### src/rtl/apb_rr_arbiter_if.sv
// Bundle of requester handshake and APB4 bus signals for apb_rr_arbiter.
// The master modport is the arbiter's view: it takes requests and slave
// responses, and drives completions and the APB request phase. The slave
// modport is the view of everything around it.
interface apb_rr_arbiter_if #(
  parameter int NUM_REQ    = 2,
  parameter int ADDR_WIDTH = 32,
  parameter int DATA_WIDTH = 32
);
  localparam int SW = DATA_WIDTH / 8;
  localparam int IW = (NUM_REQ > 1) ? $clog2(NUM_REQ) : 1;

  // Requester side
  logic [NUM_REQ-1:0]            req_valid;
  logic [NUM_REQ-1:0]            req_write;
  logic [NUM_REQ*ADDR_WIDTH-1:0] req_addr;
  logic [NUM_REQ*DATA_WIDTH-1:0] req_wdata;
  logic [NUM_REQ*SW-1:0]         req_strb;
  logic [NUM_REQ-1:0]            rsp_valid;
  logic [DATA_WIDTH-1:0]         rsp_rdata;
  logic                          rsp_err;
  logic [IW-1:0]                 grant_id;
  logic                          busy;
  logic                          timeout_evt;

  // APB side
  logic                  PSEL;
  logic                  PENABLE;
  logic                  PWRITE;
  logic [ADDR_WIDTH-1:0] PADDR;
  logic [DATA_WIDTH-1:0] PWDATA;
  logic [SW-1:0]         PSTRB;
  logic [2:0]            PPROT;
  logic [DATA_WIDTH-1:0] PRDATA;
  logic                  PREADY;
  logic                  PSLVERR;

  modport master (
    input  req_valid, req_write, req_addr, req_wdata, req_strb,
    input  PRDATA, PREADY, PSLVERR,
    output rsp_valid, rsp_rdata, rsp_err, grant_id, busy, timeout_evt,
    output PSEL, PENABLE, PWRITE, PADDR, PWDATA, PSTRB, PPROT
  );

  modport slave (
    output req_valid, req_write, req_addr, req_wdata, req_strb,
    output PRDATA, PREADY, PSLVERR,
    input  rsp_valid, rsp_rdata, rsp_err, grant_id, busy, timeout_evt,
    input  PSEL, PENABLE, PWRITE, PADDR, PWDATA, PSTRB, PPROT
  );
endinterface

### src/rtl/apb_rr_arbiter.sv
// Round-robin arbiter plus APB4 sequencer. It shares one APB master port
// between NUM_REQ single-beat requesters and aborts any ACCESS phase whose
// slave holds PREADY low for TIMEOUT cycles. TIMEOUT = 0 disables the abort.
module apb_rr_arbiter #(
  parameter int NUM_REQ    = 2,
  parameter int ADDR_WIDTH = 32,
  parameter int DATA_WIDTH = 32,
  parameter int TIMEOUT    = 255
) (
  input  logic               PCLK,
  input  logic               PRESETn,
  apb_rr_arbiter_if.master   bus
);
  localparam int          SW        = DATA_WIDTH / 8;
  localparam int          IW        = (NUM_REQ > 1) ? $clog2(NUM_REQ) : 1;
  localparam int          OFFW      = $clog2(SW);
  localparam int unsigned NR        = NUM_REQ;
  localparam logic [ADDR_WIDTH-1:0] ADDR_MASK = ~ADDR_WIDTH'((1 << OFFW) - 1);
  localparam logic [15:0] TO_LIM    = 16'(TIMEOUT);

  typedef enum logic [1:0] {ST_IDLE, ST_SETUP, ST_ACCESS} state_t;

  state_t                state_q, state_d;
  logic [IW-1:0]         grant_q, grant_d;
  logic [IW-1:0]         last_q, last_d;
  logic                  psel_q, psel_d;
  logic                  penable_q, penable_d;
  logic                  pwrite_q, pwrite_d;
  logic [ADDR_WIDTH-1:0] paddr_q, paddr_d;
  logic [DATA_WIDTH-1:0] pwdata_q, pwdata_d;
  logic [SW-1:0]         pstrb_q, pstrb_d;
  logic [NUM_REQ-1:0]    rsp_valid_q, rsp_valid_d;
  logic [DATA_WIDTH-1:0] rsp_rdata_q, rsp_rdata_d;
  logic                  rsp_err_q, rsp_err_d;
  logic                  tout_q, tout_d;
  logic [15:0]           cnt_q, cnt_d;

  logic [NUM_REQ-1:0]    eligible;
  logic                  found;
  logic [IW-1:0]         sel;

  // Next-state logic: round-robin pick in IDLE, then APB setup/access sequencing
  always_comb begin
    state_d     = state_q;
    grant_d     = grant_q;
    last_d      = last_q;
    psel_d      = psel_q;
    penable_d   = penable_q;
    pwrite_d    = pwrite_q;
    paddr_d     = paddr_q;
    pwdata_d    = pwdata_q;
    pstrb_d     = pstrb_q;
    rsp_valid_d = '0;
    rsp_rdata_d = rsp_rdata_q;
    rsp_err_d   = rsp_err_q;
    tout_d      = 1'b0;
    cnt_d       = cnt_q;

    // The requester being answered this cycle still shows req_valid, so it is
    // masked here to keep it from being granted a second time.
    eligible = bus.req_valid & ~rsp_valid_q;
    found    = 1'b0;
    sel      = '0;
    for (int unsigned k = 1; k <= NR; k++) begin
      if (!found && eligible[(32'(last_q) + k) % NR]) begin
        found = 1'b1;
        sel   = IW'((32'(last_q) + k) % NR);
      end
    end

    unique case (state_q)
      ST_IDLE: begin
        if (found) begin
          grant_d   = sel;
          pwrite_d  = bus.req_write[sel];
          paddr_d   = bus.req_addr[int'(sel)*ADDR_WIDTH +: ADDR_WIDTH] & ADDR_MASK;
          pwdata_d  = bus.req_write[sel] ? bus.req_wdata[int'(sel)*DATA_WIDTH +: DATA_WIDTH] : '0;
          pstrb_d   = bus.req_write[sel] ? bus.req_strb[int'(sel)*SW +: SW] : '0;
          psel_d    = 1'b1;
          penable_d = 1'b0;
          cnt_d     = '0;
          state_d   = ST_SETUP;
        end
      end
      ST_SETUP: begin
        penable_d = 1'b1;
        state_d   = ST_ACCESS;
      end
      ST_ACCESS: begin
        if (bus.PREADY) begin
          psel_d               = 1'b0;
          penable_d            = 1'b0;
          rsp_valid_d[grant_q] = 1'b1;
          rsp_rdata_d          = pwrite_q ? '0 : bus.PRDATA;
          rsp_err_d            = bus.PSLVERR;
          last_d               = grant_q;
          state_d              = ST_IDLE;
        end else begin
          cnt_d = (cnt_q == 16'hFFFF) ? cnt_q : cnt_q + 16'd1;
          if (TIMEOUT != 0 && cnt_d == TO_LIM) begin
            psel_d               = 1'b0;
            penable_d            = 1'b0;
            rsp_valid_d[grant_q] = 1'b1;
            rsp_rdata_d          = '0;
            rsp_err_d            = 1'b1;
            tout_d               = 1'b1;
            last_d               = grant_q;
            state_d              = ST_IDLE;
          end
        end
      end
      default: state_d = ST_IDLE;
    endcase
  end

  // State and output registers; last grant resets to NUM_REQ-1 so requester 0 wins first
  always_ff @(posedge PCLK or negedge PRESETn) begin
    if (!PRESETn) begin
      state_q     <= ST_IDLE;
      grant_q     <= '0;
      last_q      <= IW'(NUM_REQ - 1);
      psel_q      <= 1'b0;
      penable_q   <= 1'b0;
      pwrite_q    <= 1'b0;
      paddr_q     <= '0;
      pwdata_q    <= '0;
      pstrb_q     <= '0;
      rsp_valid_q <= '0;
      rsp_rdata_q <= '0;
      rsp_err_q   <= 1'b0;
      tout_q      <= 1'b0;
      cnt_q       <= '0;
    end else begin
      state_q     <= state_d;
      grant_q     <= grant_d;
      last_q      <= last_d;
      psel_q      <= psel_d;
      penable_q   <= penable_d;
      pwrite_q    <= pwrite_d;
      paddr_q     <= paddr_d;
      pwdata_q    <= pwdata_d;
      pstrb_q     <= pstrb_d;
      rsp_valid_q <= rsp_valid_d;
      rsp_rdata_q <= rsp_rdata_d;
      rsp_err_q   <= rsp_err_d;
      tout_q      <= tout_d;
      cnt_q       <= cnt_d;
    end
  end

  assign bus.PSEL        = psel_q;
  assign bus.PENABLE     = penable_q;
  assign bus.PWRITE      = pwrite_q;
  assign bus.PADDR       = paddr_q;
  assign bus.PWDATA      = pwdata_q;
  assign bus.PSTRB       = pstrb_q;
  assign bus.PPROT       = 3'b000;
  assign bus.rsp_valid   = rsp_valid_q;
  assign bus.rsp_rdata   = rsp_rdata_q;
  assign bus.rsp_err     = rsp_err_q;
  assign bus.grant_id    = grant_q;
  assign bus.busy        = (state_q != ST_IDLE);
  assign bus.timeout_evt = tout_q;
endmodule

### src/flat_wrapper.sv
// flat-port wrapper written by rule: the top's interface ports become plain ports
module apb_rr_arbiter_flat 
#(
  parameter int NUM_REQ    = 2,
  parameter int ADDR_WIDTH = 32,
  parameter int DATA_WIDTH = 32,
  parameter int TIMEOUT    = 255
)
  (PCLK, PRESETn, bus_req_valid, bus_req_write, bus_req_addr, bus_req_wdata, bus_req_strb, bus_PRDATA, bus_PREADY, bus_PSLVERR, bus_rsp_valid, bus_rsp_rdata, bus_rsp_err, bus_grant_id, bus_busy, bus_timeout_evt, bus_PSEL, bus_PENABLE, bus_PWRITE, bus_PADDR, bus_PWDATA, bus_PSTRB, bus_PPROT);
  apb_rr_arbiter_if #(.NUM_REQ(NUM_REQ), .ADDR_WIDTH(ADDR_WIDTH), .DATA_WIDTH(DATA_WIDTH)) bus_i ();
  input  logic PCLK;
  input  logic PRESETn;
  input wire logic [$bits(bus_i.req_valid)-1:0] bus_req_valid;
  input wire logic [$bits(bus_i.req_write)-1:0] bus_req_write;
  input wire logic [$bits(bus_i.req_addr)-1:0] bus_req_addr;
  input wire logic [$bits(bus_i.req_wdata)-1:0] bus_req_wdata;
  input wire logic [$bits(bus_i.req_strb)-1:0] bus_req_strb;
  input wire logic [$bits(bus_i.PRDATA)-1:0] bus_PRDATA;
  input wire logic [$bits(bus_i.PREADY)-1:0] bus_PREADY;
  input wire logic [$bits(bus_i.PSLVERR)-1:0] bus_PSLVERR;
  output wire logic [$bits(bus_i.rsp_valid)-1:0] bus_rsp_valid;
  output wire logic [$bits(bus_i.rsp_rdata)-1:0] bus_rsp_rdata;
  output wire logic [$bits(bus_i.rsp_err)-1:0] bus_rsp_err;
  output wire logic [$bits(bus_i.grant_id)-1:0] bus_grant_id;
  output wire logic [$bits(bus_i.busy)-1:0] bus_busy;
  output wire logic [$bits(bus_i.timeout_evt)-1:0] bus_timeout_evt;
  output wire logic [$bits(bus_i.PSEL)-1:0] bus_PSEL;
  output wire logic [$bits(bus_i.PENABLE)-1:0] bus_PENABLE;
  output wire logic [$bits(bus_i.PWRITE)-1:0] bus_PWRITE;
  output wire logic [$bits(bus_i.PADDR)-1:0] bus_PADDR;
  output wire logic [$bits(bus_i.PWDATA)-1:0] bus_PWDATA;
  output wire logic [$bits(bus_i.PSTRB)-1:0] bus_PSTRB;
  output wire logic [$bits(bus_i.PPROT)-1:0] bus_PPROT;
  assign bus_i.req_valid = bus_req_valid;
  assign bus_i.req_write = bus_req_write;
  assign bus_i.req_addr = bus_req_addr;
  assign bus_i.req_wdata = bus_req_wdata;
  assign bus_i.req_strb = bus_req_strb;
  assign bus_i.PRDATA = bus_PRDATA;
  assign bus_i.PREADY = bus_PREADY;
  assign bus_i.PSLVERR = bus_PSLVERR;
  assign bus_rsp_valid = bus_i.rsp_valid;
  assign bus_rsp_rdata = bus_i.rsp_rdata;
  assign bus_rsp_err = bus_i.rsp_err;
  assign bus_grant_id = bus_i.grant_id;
  assign bus_busy = bus_i.busy;
  assign bus_timeout_evt = bus_i.timeout_evt;
  assign bus_PSEL = bus_i.PSEL;
  assign bus_PENABLE = bus_i.PENABLE;
  assign bus_PWRITE = bus_i.PWRITE;
  assign bus_PADDR = bus_i.PADDR;
  assign bus_PWDATA = bus_i.PWDATA;
  assign bus_PSTRB = bus_i.PSTRB;
  assign bus_PPROT = bus_i.PPROT;
  apb_rr_arbiter #(.NUM_REQ(NUM_REQ), .ADDR_WIDTH(ADDR_WIDTH), .DATA_WIDTH(DATA_WIDTH), .TIMEOUT(TIMEOUT)) u_core (.PCLK(PCLK), .PRESETn(PRESETn), .bus(bus_i));
endmodule
### config.mk
export PLATFORM = sky130hd
export DESIGN_NAME = apb_rr_arbiter_flat
export DESIGN_NICKNAME = d
export VERILOG_FILES = /design/src/rtl/apb_rr_arbiter_if.sv /design/src/rtl/apb_rr_arbiter.sv /design/src/flat_wrapper.sv
export SDC_FILE = /design/constraint.sdc
export NUM_CORES = 1
export LEC_CHECK = 0
export ABC_AREA = 1
export ABC_CLOCK_PERIOD_IN_PS = 4650
export CAP_MARGIN = 25
export CORE_MARGIN = 2
export CORE_UTILIZATION = 40
export CTS_BUF_LIST = sky130_fd_sc_hd__clkbuf_8 sky130_fd_sc_hd__clkbuf_16
export CTS_CLUSTER_DIAMETER = 100
export DETAILED_ROUTE_END_ITERATION = 8
export MAX_ROUTING_LAYER = met4
export PLACE_DENSITY = 0.78
export SETUP_SLACK_MARGIN = 0.4
export SYNTH_ARGS = -nofsm -noshare
export SYNTH_HDL_FRONTEND = slang
export SYNTH_SLANG_ARGS = --single-unit
export TNS_END_PERCENT = 30
### constraint.sdc
create_clock -name PCLK -period 4.65 [get_ports PCLK]
set_clock_uncertainty 0.2 [all_clocks]
set_input_delay 0.93 -clock PCLK [delete_from_list [all_inputs] [get_ports PCLK]]
set_output_delay 0.93 -clock PCLK [all_outputs]
set_load 0.005 [all_outputs]
==> impl_results.rst <==
.. list-table::
   :header-rows: 1

   * - Metric
     - Value
   * - Run status
     - complete, no violations
   * - Die height
     - 130 um
   * - Fraction of layout instances using a drive strength above 1
     - 0.101
   * - Shortest clock period the worst path allows after layout
     - 3220 ps
   * - Clock latency at the later pin of the worst-skew pair
     - 410 ps
   * - Async S/R FF share, synth
     - 1.00
   * - Count of buffers added by post-CTS timing repair for setup
     - 0
   * - Total of warnings raised by yosys
     - 0
   * - Setup violators final
     - 0
   * - Placeable Area
     - 15,700 sq um
   * - Peak Freq
     - 311 MHz
   * - Fraction of the cycle the final worst path needs
     - 0.692
   * - Area of the mapped netlist
     - 6360 sq um
   * - Unrepaired setup endpoints after global routing
     - false
   * - Max-capacitance violation count
     - 0
   * - Kind of start point of the critical path
     - flop
   * - Main flop type after synthesis
     - sky130_fd_sc_hd__dfrtp_1
   * - Worst max-slew margin expressed relative to the limit
     - 0.361
   * - Final std cells w/o fill
     - 1,266
   * - Initial antenna violation count
     - 1
   * - Post-Route Setup TNS
     - 0 ps
   * - Arr. time, crit path
     - between 3000 and 4000 ps
   * - Type of the tightest min-delay check
     - reg -> reg
   * - Share of the yosys chip area belonging to registers
     - 0.492
   * - Starting density of the core
     - 0.405
   * - Top Ports
     - 288
   * - Number of distinct standard cells referenced by the synthesized netlist
     - 34
   * - Final core occ
     - 0.630
   * - Clock-pin slew of the registers on the worst-case setup and hold paths
     - 60 ps
   * - Number of hold violations in the final report
     - 0
   * - Number of flip-flops and latches in the synthesized netlist
     - 125
   * - Final antenna-violating net count
     - 0
   * - Depth of the CTS H-tree
     - 4
   * - Layout-stage area growth over the synthesis result
     - 55.6%
   * - Port-buffer cells
     - approximately 280
   * - Count of unresolved DRC violations after routing
     - 0
   * - Hold slack
     - about 270 ps
   * - Area used by multi-input combinational logic
     - 2760 sq um
   * - Worst-path fanout max
     - 37
   * - Power density of the placed cells
     - about 540 nW/um^2
   * - Number of core rows
     - 46
   * - Leading cell types in the layout, fill and taps excluded
     - sky130_fd_sc_hd__clkdlybuf4s50_1 (277), sky130_fd_sc_hd__nand2_1 (171), sky130_fd_sc_hd__dfrtp_1 (124)
   * - Layout filler cell count
     - 1,354
   * - Post-synth EDFFs
     - 0
   * - 1st-iter DRT viols
     - ~350
   * - Detailed-placement wirelength estimate
     - 13,900 um
   * - Sum of overflow across all layers after global routing
     - 0
   * - Placed Instance Area
     - 9290 sq um
   * - Die Footprint
     - ~17,000 sq um
   * - Final #Nets
     - 1,213
   * - First-pass GRT wire length
     - 30,500 um
   * - Setup CP Type
     - reg -> reg
   * - Router iterations before antenna repair
     - 5
   * - Hold_buf cts
     - 0
   * - Sort of element at the end of the critical path
     - flop
   * - Number of buffers inserted during clock tree synthesis
     - 17
   * - Number of pins with negative max-slew slack in the final report
     - 0
   * - Via count of the first global-routing pass
     - about 6,000
   * - Largest net degree at the start of global routing
     - 65
   * - Design Area, Final
     - just under 10,000 sq um
   * - Clock tree from TritonCTS
     - done
   * - Synthesized instance count
     - 771
   * - Data required time of the worst path
     - 4800 ps
   * - Horizontal extent of the die
     - 130 um
   * - Leading cell type in the layout, fill and taps excluded
     - sky130_fd_sc_hd__clkdlybuf4s50_1
   * - Max IR drop VDD
     - 291 uV
   * - CTS sink cnt
     - 125
   * - Total via count in the routed design
     - roughly 6,000
   * - Pleak
     - 4.55 nW
   * - Tightest Pin Transition
     - approximately 960 ps
   * - # resized after CTS
     - 0
   * - Per-cell routed wire length
     - 15.2 um
   * - Maximum root-to-sink buffer count
     - 2
   * - Per-instance average area after synthesis
     - slightly above 8 sq um
   * - Vias per cell
     - 4.85
   * - GRT Total Usage
     - 0.241
   * - Routability congestion estimate from global placement
     - ~0.88
   * - Total Wirelength
     - 19,300 um
   * - Clock root buffer
     - sky130_fd_sc_hd__clkbuf_16
   * - Placed insts
     - around 1,200
   * - Register cell area after layout
     - 3130 sq um
[cells in the mapped netlist, types with 2 or more instances]
master | count | area share
sky130_fd_sc_hd__a21oi_1 | 6 | 0.0047
sky130_fd_sc_hd__a31oi_1 | 30 | 0.030
sky130_fd_sc_hd__buf_1 | 3 | 0.0018
sky130_fd_sc_hd__buf_12 | 3 | 0.0094
sky130_fd_sc_hd__buf_2 | 6 | 0.0047
sky130_fd_sc_hd__buf_4 | 5 | 0.0059
sky130_fd_sc_hd__clkbuf_1 | 28 | 0.017
sky130_fd_sc_hd__dfrtp_1 | 124 | 0.49
sky130_fd_sc_hd__inv_1 | 58 | 0.034
sky130_fd_sc_hd__inv_2 | 6 | 0.0035
sky130_fd_sc_hd__mux2i_1 | 36 | 0.057
sky130_fd_sc_hd__nand2_1 | 172 | 0.10
sky130_fd_sc_hd__nand2_2 | 36 | 0.035
sky130_fd_sc_hd__nand3_1 | 80 | 0.063
sky130_fd_sc_hd__nand3_2 | 3 | 0.0047
sky130_fd_sc_hd__nand4_1 | 6 | 0.0059
sky130_fd_sc_hd__nor2_1 | 90 | 0.053
sky130_fd_sc_hd__nor2_2 | 4 | 0.0039
sky130_fd_sc_hd__nor2_4 | 4 | 0.0071
sky130_fd_sc_hd__o21ai_0 | 50 | 0.039
sky130_fd_sc_hd__o21ai_1 | 2 | 0.0016
sky130_fd_sc_hd__o22ai_1 | 6 | 0.0059
sky130_fd_sc_hd__xor2_1 | 2 | 0.0028
[worst max-delay path: stages (launching register included)]
cell	delay, ps
sky130_fd_sc_hd__dfrtp_1	460
sky130_fd_sc_hd__ha_1	250
sky130_fd_sc_hd__nand3_2	160
sky130_fd_sc_hd__nor2_1	210
sky130_fd_sc_hd__nand2_2	210
sky130_fd_sc_hd__nand2_1	110
sky130_fd_sc_hd__nand2_1	70
sky130_fd_sc_hd__nor2_1	190
sky130_fd_sc_hd__nand2_1	130
sky130_fd_sc_hd__nor2_4	140
sky130_fd_sc_hd__nand3_4	390
sky130_fd_sc_hd__nand2_8	440
sky130_fd_sc_hd__nand2_1	130
sky130_fd_sc_hd__nand2_1	80
[flip-flops by register name (all words and copies together), names as in the netlist]
| name | cells |
|---|---|
| u_core.bus.PWDATA | 32 |
| u_core.bus.rsp_rdata | 32 |
| u_core.bus.PADDR | 30 |
| u_core.cnt_q | 16 |
| u_core.bus.PSTRB | 4 |
| u_core.bus.rsp_valid | 2 |
| u_core.state_q | 2 |
| u_core.bus.PENABLE | 1 |
| u_core.bus.PSEL | 1 |
| u_core.bus.PWRITE | 1 |
| u_core.bus.grant_id | 1 |
| u_core.bus.rsp_err | 1 |
| u_core.bus.timeout_evt | 1 |
| u_core.last_q | 1 |
[metal layers]
layer,global-route usage,share of wire,up-vias
met5,-,0,-
met4,0.109,0.032,0
met3,0.0681,0.069,47
met2,0.385,0.50,210
met1,0.283,0.40,2851
li1,-,-,3035
[final cells by class]
cell class,count,area share
Clock inverter,14,0.0161
Tap cell,216,0.0273
Antenna cell,1,0.000253
Sequential cell,125,0.316
Clock buffer,18,0.0444
Timing Repair Buffer,288,0.292
Multi-Input combinational cell,540,0.279
Inverter,64,0.0243
[final timing paths]
check	start	end	slack, ps	cells after the start
worst max-delay path	u_core.cnt_q[0]	u_core.last_q	1430	13
worst min-delay path	u_core.bus.PSEL	u_core.bus.PSEL	270	2
worst max register to register	u_core.cnt_q[0]	u_core.last_q	1430	13
worst min register to register	u_core.bus.PSEL	u_core.bus.PSEL	270	2
max in group asynchronous	PRESETn	u_core.last_q	3010	2
min in group asynchronous	PRESETn	u_core.cnt_q[0]	390	1
[where the power goes]
part           internal, mW  switching (mW)  total [mW]  leakage [nW]
logic                  1.17            1.02        2.19          2.66
registers              1.52           0.244        1.77          1.59
clock network         0.813           0.524        1.34         0.288
[cells by family (layout without fill, tap and decap cells)]
group	count (synthesis)	after routing	share of synthesized area
simple gates	398	398	0.282
buf+inv	110	384	0.0779
xor+xnor	2	2	0.00276
mux	36	36	0.0567
other cells	1	6	0.000590
compound gates	98	98	0.0864
fa+ha+maj	1	1	0.00197
flops	125	125	0.492
[per-stage QoR]
step	total power, mW	worst slack [ps]
floorplan	2.71	2240
global placement	3.93	1460
detailed placement	3.99	1360
CTS	5.35	1440
global route	5.65	1080
finish	5.29	1430
No activity file was read; power rests on OpenSTA's default activity.
